## config.mk

```make
export PLATFORM = sky130hd
export DESIGN_NAME = sram_stream_reader_flat
export DESIGN_NICKNAME = d
export VERILOG_FILES = /design/src/rtl/sram_stream_reader_if.sv /design/src/rtl/sram_stream_reader.sv /design/src/flat_wrapper.sv
export SDC_FILE = /design/constraint.sdc
export NUM_CORES = 1
export LEC_CHECK = 0
export BUFFER_PORTS_ARGS = -buffer_cell sky130_fd_sc_hd__buf_2
export CAP_MARGIN = 20
export CORE_MARGIN = 3
export CORE_UTILIZATION = 55
export CTS_CLUSTER_DIAMETER = 50
export CTS_CLUSTER_SIZE = 25
export DETAILED_ROUTE_END_ITERATION = 10
export PLACE_DENSITY = 0.81
export SLEW_MARGIN = 20
export SYNTH_ARGS = -nofsm -noshare
export SYNTH_HDL_FRONTEND = slang
export SYNTH_SLANG_ARGS = --single-unit
```

## constraint.sdc

```tcl
create_clock -name clk_i -period 4.45 [get_ports clk_i]
set_input_delay 0.6675 -clock clk_i [delete_from_list [all_inputs] [get_ports clk_i]]
set_output_delay 0.6675 -clock clk_i [all_outputs]
set_load 0.02 [all_outputs]
```

## src/rtl/sram_stream_reader_if.sv

```systemverilog
// Wishbone classic read port between the stream reader (master) and the SPI SRAM controller (slave).
interface sram_stream_reader_if;
    logic        cyc_o;
    logic        stb_o;
    logic [23:0] adr_o;
    logic        we_o;
    logic [7:0]  dat_o;
    logic [2:0]  cti_o;
    logic [1:0]  bte_o;
    logic        ack_i;
    logic        err_i;
    logic        rty_i;
    logic [7:0]  dat_i;

    modport master (
        output cyc_o, stb_o, adr_o, we_o, dat_o, cti_o, bte_o,
        input  ack_i, err_i, rty_i, dat_i
    );

    modport slave (
        input  cyc_o, stb_o, adr_o, we_o, dat_o, cti_o, bte_o,
        output ack_i, err_i, rty_i, dat_i
    );
endinterface

```

## src/rtl/sram_stream_reader.sv

```systemverilog
// Fetches len_i bytes from SPI SRAM with single-byte Wishbone reads and streams them out through a small FIFO.
// Optional macro SRAM_STREAM_ERR_EN enables retry/error termination handling and the sticky err_o flag.
module sram_stream_reader #(
    parameter int FIFO_DEPTH = 4,
    parameter int LEN_WIDTH  = 16
) (
    input  logic                 clk_i,
    input  logic                 rst_ni,
    input  logic                 start_i,
    input  logic                 abort_i,
    input  logic [23:0]          base_adr_i,
    input  logic [LEN_WIDTH-1:0] len_i,
    output logic                 busy_o,
    output logic                 done_o,
    output logic                 err_o,
    output logic [7:0]           data_o,
    output logic                 valid_o,
    input  logic                 ready_i,
    sram_stream_reader_if.master wb
);
    localparam int AW = $clog2(FIFO_DEPTH);
    localparam logic [AW:0] DEPTH_C = (AW+1)'(FIFO_DEPTH);

    typedef enum logic [2:0] {IDLE, REQ, GAP, HOLD, DRAIN} state_t;

    state_t               state_reg, state_next;
    logic [23:0]          adr_reg, adr_next;
    logic [LEN_WIDTH-1:0] remaining_reg, remaining_next;
    logic [AW-1:0]        wr_ptr_reg, rd_ptr_reg;
    logic [AW:0]          count_reg;
    logic                 done_reg, done_next;
    logic                 err_reg, err_next;
    logic                 push, pop, flush;
    logic [7:0]           mem [FIFO_DEPTH];

    assign pop     = valid_o && ready_i;
    assign valid_o = (count_reg != '0);
    // Gate the head byte so data_o is defined (zero) whenever the FIFO is empty.
    assign data_o  = valid_o ? mem[rd_ptr_reg] : 8'h00;
    assign busy_o  = (state_reg != IDLE);
    assign done_o  = done_reg;

    assign wb.cyc_o = (state_reg == REQ);
    assign wb.stb_o = (state_reg == REQ);
    assign wb.adr_o = adr_reg;
    assign wb.we_o  = 1'b0;
    assign wb.dat_o = 8'h00;
    assign wb.cti_o = 3'b000;
    assign wb.bte_o = 2'b00;

`ifdef SRAM_STREAM_ERR_EN
    assign err_o = err_reg;
`else
    logic unused_err;
    assign err_o      = 1'b0;
    assign unused_err = ^{err_reg, wb.err_i, wb.rty_i};
`endif

    always_comb begin
        state_next     = state_reg;
        adr_next       = adr_reg;
        remaining_next = remaining_reg;
        done_next      = 1'b0;
        err_next       = err_reg;
        push           = 1'b0;
        flush          = 1'b0;
        case (state_reg)
            IDLE: begin
                if (start_i) begin
                    err_next = 1'b0;
                    if (len_i == '0) begin
                        done_next = 1'b1;
                    end else begin
                        state_next     = REQ;
                        adr_next       = base_adr_i;
                        remaining_next = len_i;
                        flush          = 1'b1;
                    end
                end
            end
            REQ: begin
                if (wb.ack_i) begin
                    push           = 1'b1;
                    adr_next       = adr_reg + 24'd1;
                    remaining_next = remaining_reg - LEN_WIDTH'(1);
                    state_next     = GAP;
                end
`ifdef SRAM_STREAM_ERR_EN
                else if (wb.err_i) begin
                    err_next   = 1'b1;
                    flush      = 1'b1;
                    state_next = IDLE;
                end else if (wb.rty_i) begin
                    state_next = GAP;
                end
`endif
            end
            GAP: begin
                // The final byte may already be popped during the gap cycle, so finish here too.
                if (remaining_reg == '0) begin
                    if (pop && count_reg == (AW+1)'(1)) begin
                        done_next  = 1'b1;
                        state_next = IDLE;
                    end else begin
                        state_next = DRAIN;
                    end
                end else if (count_reg < DEPTH_C) begin
                    state_next = REQ;
                end else begin
                    state_next = HOLD;
                end
            end
            HOLD: begin
                if (count_reg < DEPTH_C) state_next = REQ;
            end
            DRAIN: begin
                if (pop && count_reg == (AW+1)'(1)) begin
                    done_next  = 1'b1;
                    state_next = IDLE;
                end
            end
            default: state_next = IDLE;
        endcase
        // Abort overrides everything, including a start or termination in the same cycle.
        if (abort_i) begin
            state_next = IDLE;
            flush      = 1'b1;
            push       = 1'b0;
            done_next  = 1'b0;
            err_next   = err_reg;
            adr_next   = adr_reg;
        end
    end

    always_ff @(posedge clk_i or negedge rst_ni) begin
        if (!rst_ni) begin
            state_reg     <= IDLE;
            adr_reg       <= '0;
            remaining_reg <= '0;
            done_reg      <= 1'b0;
            err_reg       <= 1'b0;
            wr_ptr_reg    <= '0;
            rd_ptr_reg    <= '0;
            count_reg     <= '0;
        end else begin
            state_reg     <= state_next;
            adr_reg       <= adr_next;
            remaining_reg <= remaining_next;
            done_reg      <= done_next;
            err_reg       <= err_next;
            if (flush) begin
                wr_ptr_reg <= '0;
                rd_ptr_reg <= '0;
                count_reg  <= '0;
            end else begin
                if (push) wr_ptr_reg <= wr_ptr_reg + AW'(1);
                if (pop)  rd_ptr_reg <= rd_ptr_reg + AW'(1);
                case ({push, pop})
                    2'b10:   count_reg <= count_reg + (AW+1)'(1);
                    2'b01:   count_reg <= count_reg - (AW+1)'(1);
                    default: count_reg <= count_reg;
                endcase
            end
        end
    end

    always_ff @(posedge clk_i) begin
        if (push) mem[wr_ptr_reg] <= wb.dat_i;
    end
endmodule

```

## src/flat_wrapper.sv

```systemverilog
// flat-port wrapper written by rule: the top's interface ports become plain ports
module sram_stream_reader_flat 
#(
    parameter int FIFO_DEPTH = 4,
    parameter int LEN_WIDTH  = 16
)
  (clk_i, rst_ni, start_i, abort_i, base_adr_i, len_i, busy_o, done_o, err_o, data_o, valid_o, ready_i, wb_cyc_o, wb_stb_o, wb_adr_o, wb_we_o, wb_dat_o, wb_cti_o, wb_bte_o, wb_ack_i, wb_err_i, wb_rty_i, wb_dat_i);
  sram_stream_reader_if wb_i ();
  input  logic clk_i;
  input  logic rst_ni;
  input  logic start_i;
  input  logic abort_i;
  input  logic [23:0] base_adr_i;
  input  logic [LEN_WIDTH-1:0] len_i;
  output logic busy_o;
  output logic done_o;
  output logic err_o;
  output logic [7:0] data_o;
  output logic valid_o;
  input  logic ready_i;
  output wire logic [$bits(wb_i.cyc_o)-1:0] wb_cyc_o;
  output wire logic [$bits(wb_i.stb_o)-1:0] wb_stb_o;
  output wire logic [$bits(wb_i.adr_o)-1:0] wb_adr_o;
  output wire logic [$bits(wb_i.we_o)-1:0] wb_we_o;
  output wire logic [$bits(wb_i.dat_o)-1:0] wb_dat_o;
  output wire logic [$bits(wb_i.cti_o)-1:0] wb_cti_o;
  output wire logic [$bits(wb_i.bte_o)-1:0] wb_bte_o;
  input wire logic [$bits(wb_i.ack_i)-1:0] wb_ack_i;
  input wire logic [$bits(wb_i.err_i)-1:0] wb_err_i;
  input wire logic [$bits(wb_i.rty_i)-1:0] wb_rty_i;
  input wire logic [$bits(wb_i.dat_i)-1:0] wb_dat_i;
  assign wb_cyc_o = wb_i.cyc_o;
  assign wb_stb_o = wb_i.stb_o;
  assign wb_adr_o = wb_i.adr_o;
  assign wb_we_o = wb_i.we_o;
  assign wb_dat_o = wb_i.dat_o;
  assign wb_cti_o = wb_i.cti_o;
  assign wb_bte_o = wb_i.bte_o;
  assign wb_i.ack_i = wb_ack_i;
  assign wb_i.err_i = wb_err_i;
  assign wb_i.rty_i = wb_rty_i;
  assign wb_i.dat_i = wb_dat_i;
  sram_stream_reader #(.FIFO_DEPTH(FIFO_DEPTH), .LEN_WIDTH(LEN_WIDTH)) u_core (.clk_i(clk_i), .rst_ni(rst_ni), .start_i(start_i), .abort_i(abort_i), .base_adr_i(base_adr_i), .len_i(len_i), .busy_o(busy_o), .done_o(done_o), .err_o(err_o), .data_o(data_o), .valid_o(valid_o), .ready_i(ready_i), .wb(wb_i));
endmodule
```

==> metrics.yaml <==
clocking:
  clk_pin_slew_ns: 0.09
  cts_tree: "done"
  holdBufCountCts: 0
  cts_setup_buffers: 0
  root_buffer: "clkbuf_8"
  cts.sinks: 83
  post_cts_resized: 0
  clockBufferDepth: 2
  ctsHtreeMaxLevel: 3
  clk_latency_ns: 0.35
  cts_buffers: 9
synthesis:
  async_reset_ff_share_pct: 61.4
  syn_area_per_cell_um2: 9.76
  ys_types: 59
  synth_edf_count: 32
  ys_seq_area_share_pct: 47.8
  mappedNetlistArea_um2: 4680
  synth_top_area_share_pct: 27.3
  synth.largest_area_cell: "dfrtp_1"
  synth-seq-cells: 83
  ys_dominant_reg_cell: "dfrtp_1"
  synthTopCellsByArea: "dfrtp_1 27%, edfxtp_1 21%, a21oi_1 5.0%, o21ai_0 3.9%, mux4_2 3.9%"
  syn_inst: 479
  yosys_warnings: 0
die:
  die_h_um: 98.2
  dieWidth_um: 98.2
  fp-row-count: 33
  coreArea_um2: 8220
  die-area_um2: 9640
  start_util_pct: 56.9
  ios: 108
worst_hold_path:
  hold_class: "primary input to asynchronous set/reset pin"
sta:
  slew_headroom_pct: 38.8
  period_share_pct: 70.1
  worst-slew-pin-transition_ns: 0.911
  fin_ws_ns: 1.33
  fin_crit_ns: 3.12
  finalClockSkew_ns: 0.0127
  hold_violations: 0
  max_freq_mhz: 320
  drv_slew: 0
  final.setup.tns_ns: 0
  rsz0062_at_grt: "no"
  setup-violations-final: 0
final_layout:
  n_fill_cell: 660
  post-route-util_pct: 64.8
  num_antenna_cells: 0
  largest_reg_flops: 32
  syn2layout_area_growth_pct: 13.8
  multi_input_area_um2: 2220
  register_area_um2: 2240
  num-nets-final: 621
  drive_gt1_share_pct: 23.1
  final_area_um2: 5320
route:
  routed_wirelength_um: 10800
  drt_pass1_iterations: 5
  ant_nets: 0
  wire_per_inst_um: 16.3
  drtIter0Drc: 339
  num_vias: 4004
  via_per_inst: 6.04
  route.detailed.drc: 0
power_and_ir_drop:
  ir_drop_mv: 0.270
  leakagePower_nw: 2.15
  p_per_area_nw_per_um2: 443
grt:
  grt_pass1_wl_um: 18200
  grt-ovfl-total: 0
  antenna_found_initial: 0
  grt_start_max_net_pins: 60
  grt_pass1_vias: 3861
  track_usage_pct: 23.1
outcome:
  status: "finished, final reports clean"
worst_setup_path:
  cp-start-kind: "register"
  crit_arrival_ns: 2.45
  path_class: "register to output port"
  required_ns: 3.78
  path_max_fanout: 59
  end_kind: "output port"
job:
  maxCapViolations: 0
placed_design:
  port_buffers: 90
  dpl_worst_slack_ns: 1.51
  placed_cell_area_um2: 5120
  hpwl_um: 7510
  gp_congestion: 0.933
-- per-stage QoR --
stage                     hold slack [ns]  std cells  power (W)
after floorplan                     0.372        493    0.00157
after global routing                0.480        663    0.00251
after CTS                           0.449        663    0.00237
after global placement              0.489        647    0.00178
final                               0.409        663    0.00236
after detailed placement            0.507        647    0.00180
-- placed cells by master, fill, tap and decap left out, types with 7 or more instances in the layout --
cell,instances
nand4_1,7
nor3_1,19
o21ai_0,36
nand2_1,38
ha_1,12
a21oi_1,47
and2_1,15
buf_2,90
o22ai_1,10
nor2_1,29
edfxtp_1,32
conb_1,15
dfrtp_1,51
mux4_2,8
clkbuf_8,9
inv_1,12
nor4_1,10
nand3_1,17
-- Yosys cell counts (5+ instances only) --
cell type  instances
dfrtp_1           51
a21oi_1           47
nand2_1           38
o21ai_0           36
edfxtp_1          32
nor2_1            29
clkbuf_1          26
nor3_1            19
nand3_1           17
buf_4             16
and2_1            15
ha_1              12
inv_1             12
nor4_1            10
o22ai_1           10
mux4_2             8
nand4_1            7
o31ai_1            6
or3_1              6
a31oi_1            5
-- critical path: stages (launching register included) --
cell and delay (ns):
dfrtp_1 0.59, or3b_1 0.39, buf_4 0.25, inv_1 0.11, buf_4 0.47, buf_2 0.27
-- path summary, 6_finish.rpt --
| kind | from | to | slack, ns | cells past startpoint |
|---|---|---|---|---|
| max | u_core.state_reg[0] | wb_stb_o | 1.33 | 5 |
| min | rst_ni | u_core.remaining_reg[0] | 0.41 | 2 |
| max reg2reg | u_core.state_reg[0] | u_core.count_reg[1] | 1.44 | 10 |
| min reg2reg | u_core.remaining_reg[6] | u_core.remaining_reg[6] | 0.53 | 2 |
| max in group asynchronous | rst_ni | u_core.wb.adr_o[23] | 3.58 | 2 |
| min in group clk_i | wb_dat_i[3] | u_core.mem[1][3] | 0.52 | 1 |
-- routing by layer --
metal	vias to the layer above	global-route usage, %	share of wire, %
met2	150	39.1	51
met1	1937	30.6	42
li1	1905	-	-
met5	-	0	0
met4	0	7.56	1.0
met3	12	3.79	6.8
-- final cells by class --
cell class / count / share of cell area, %
tap: 105 / 2.47
clock inverter: 7 / 1.53
timing repair buffer: 95 / 9.17
multi-input combinational: 352 / 41.6
clock buffer: 9 / 2.33
sequential: 83 / 42.0
inverter: 12 / 0.846
-- cell families after synthesis --
logic type      after synthesis  share of synthesized area [%]
compound gates              140                           18.5
xor+xnor                      6                           1.12
fa+ha+maj                    12                           3.21
buf+inv                      58                           5.97
flops                        83                           47.8
mux                          11                           4.50
other cells                   1                         0.0802
simple gates                168                           18.7
-- power by group --
group | switching, W | total [W] | leakage (nW) | internal (W)
combinational | 0.000444 | 0.000707 | 1.14 | 0.000264
clock | 0.000295 | 0.000565 | 0.107 | 0.000269
sequential | 0.000167 | 0.00109 | 0.898 | 0.000921
total | 0.000907 | 0.00236 | 2.15 | 0.00145
(Power assumes the default switching activity.)
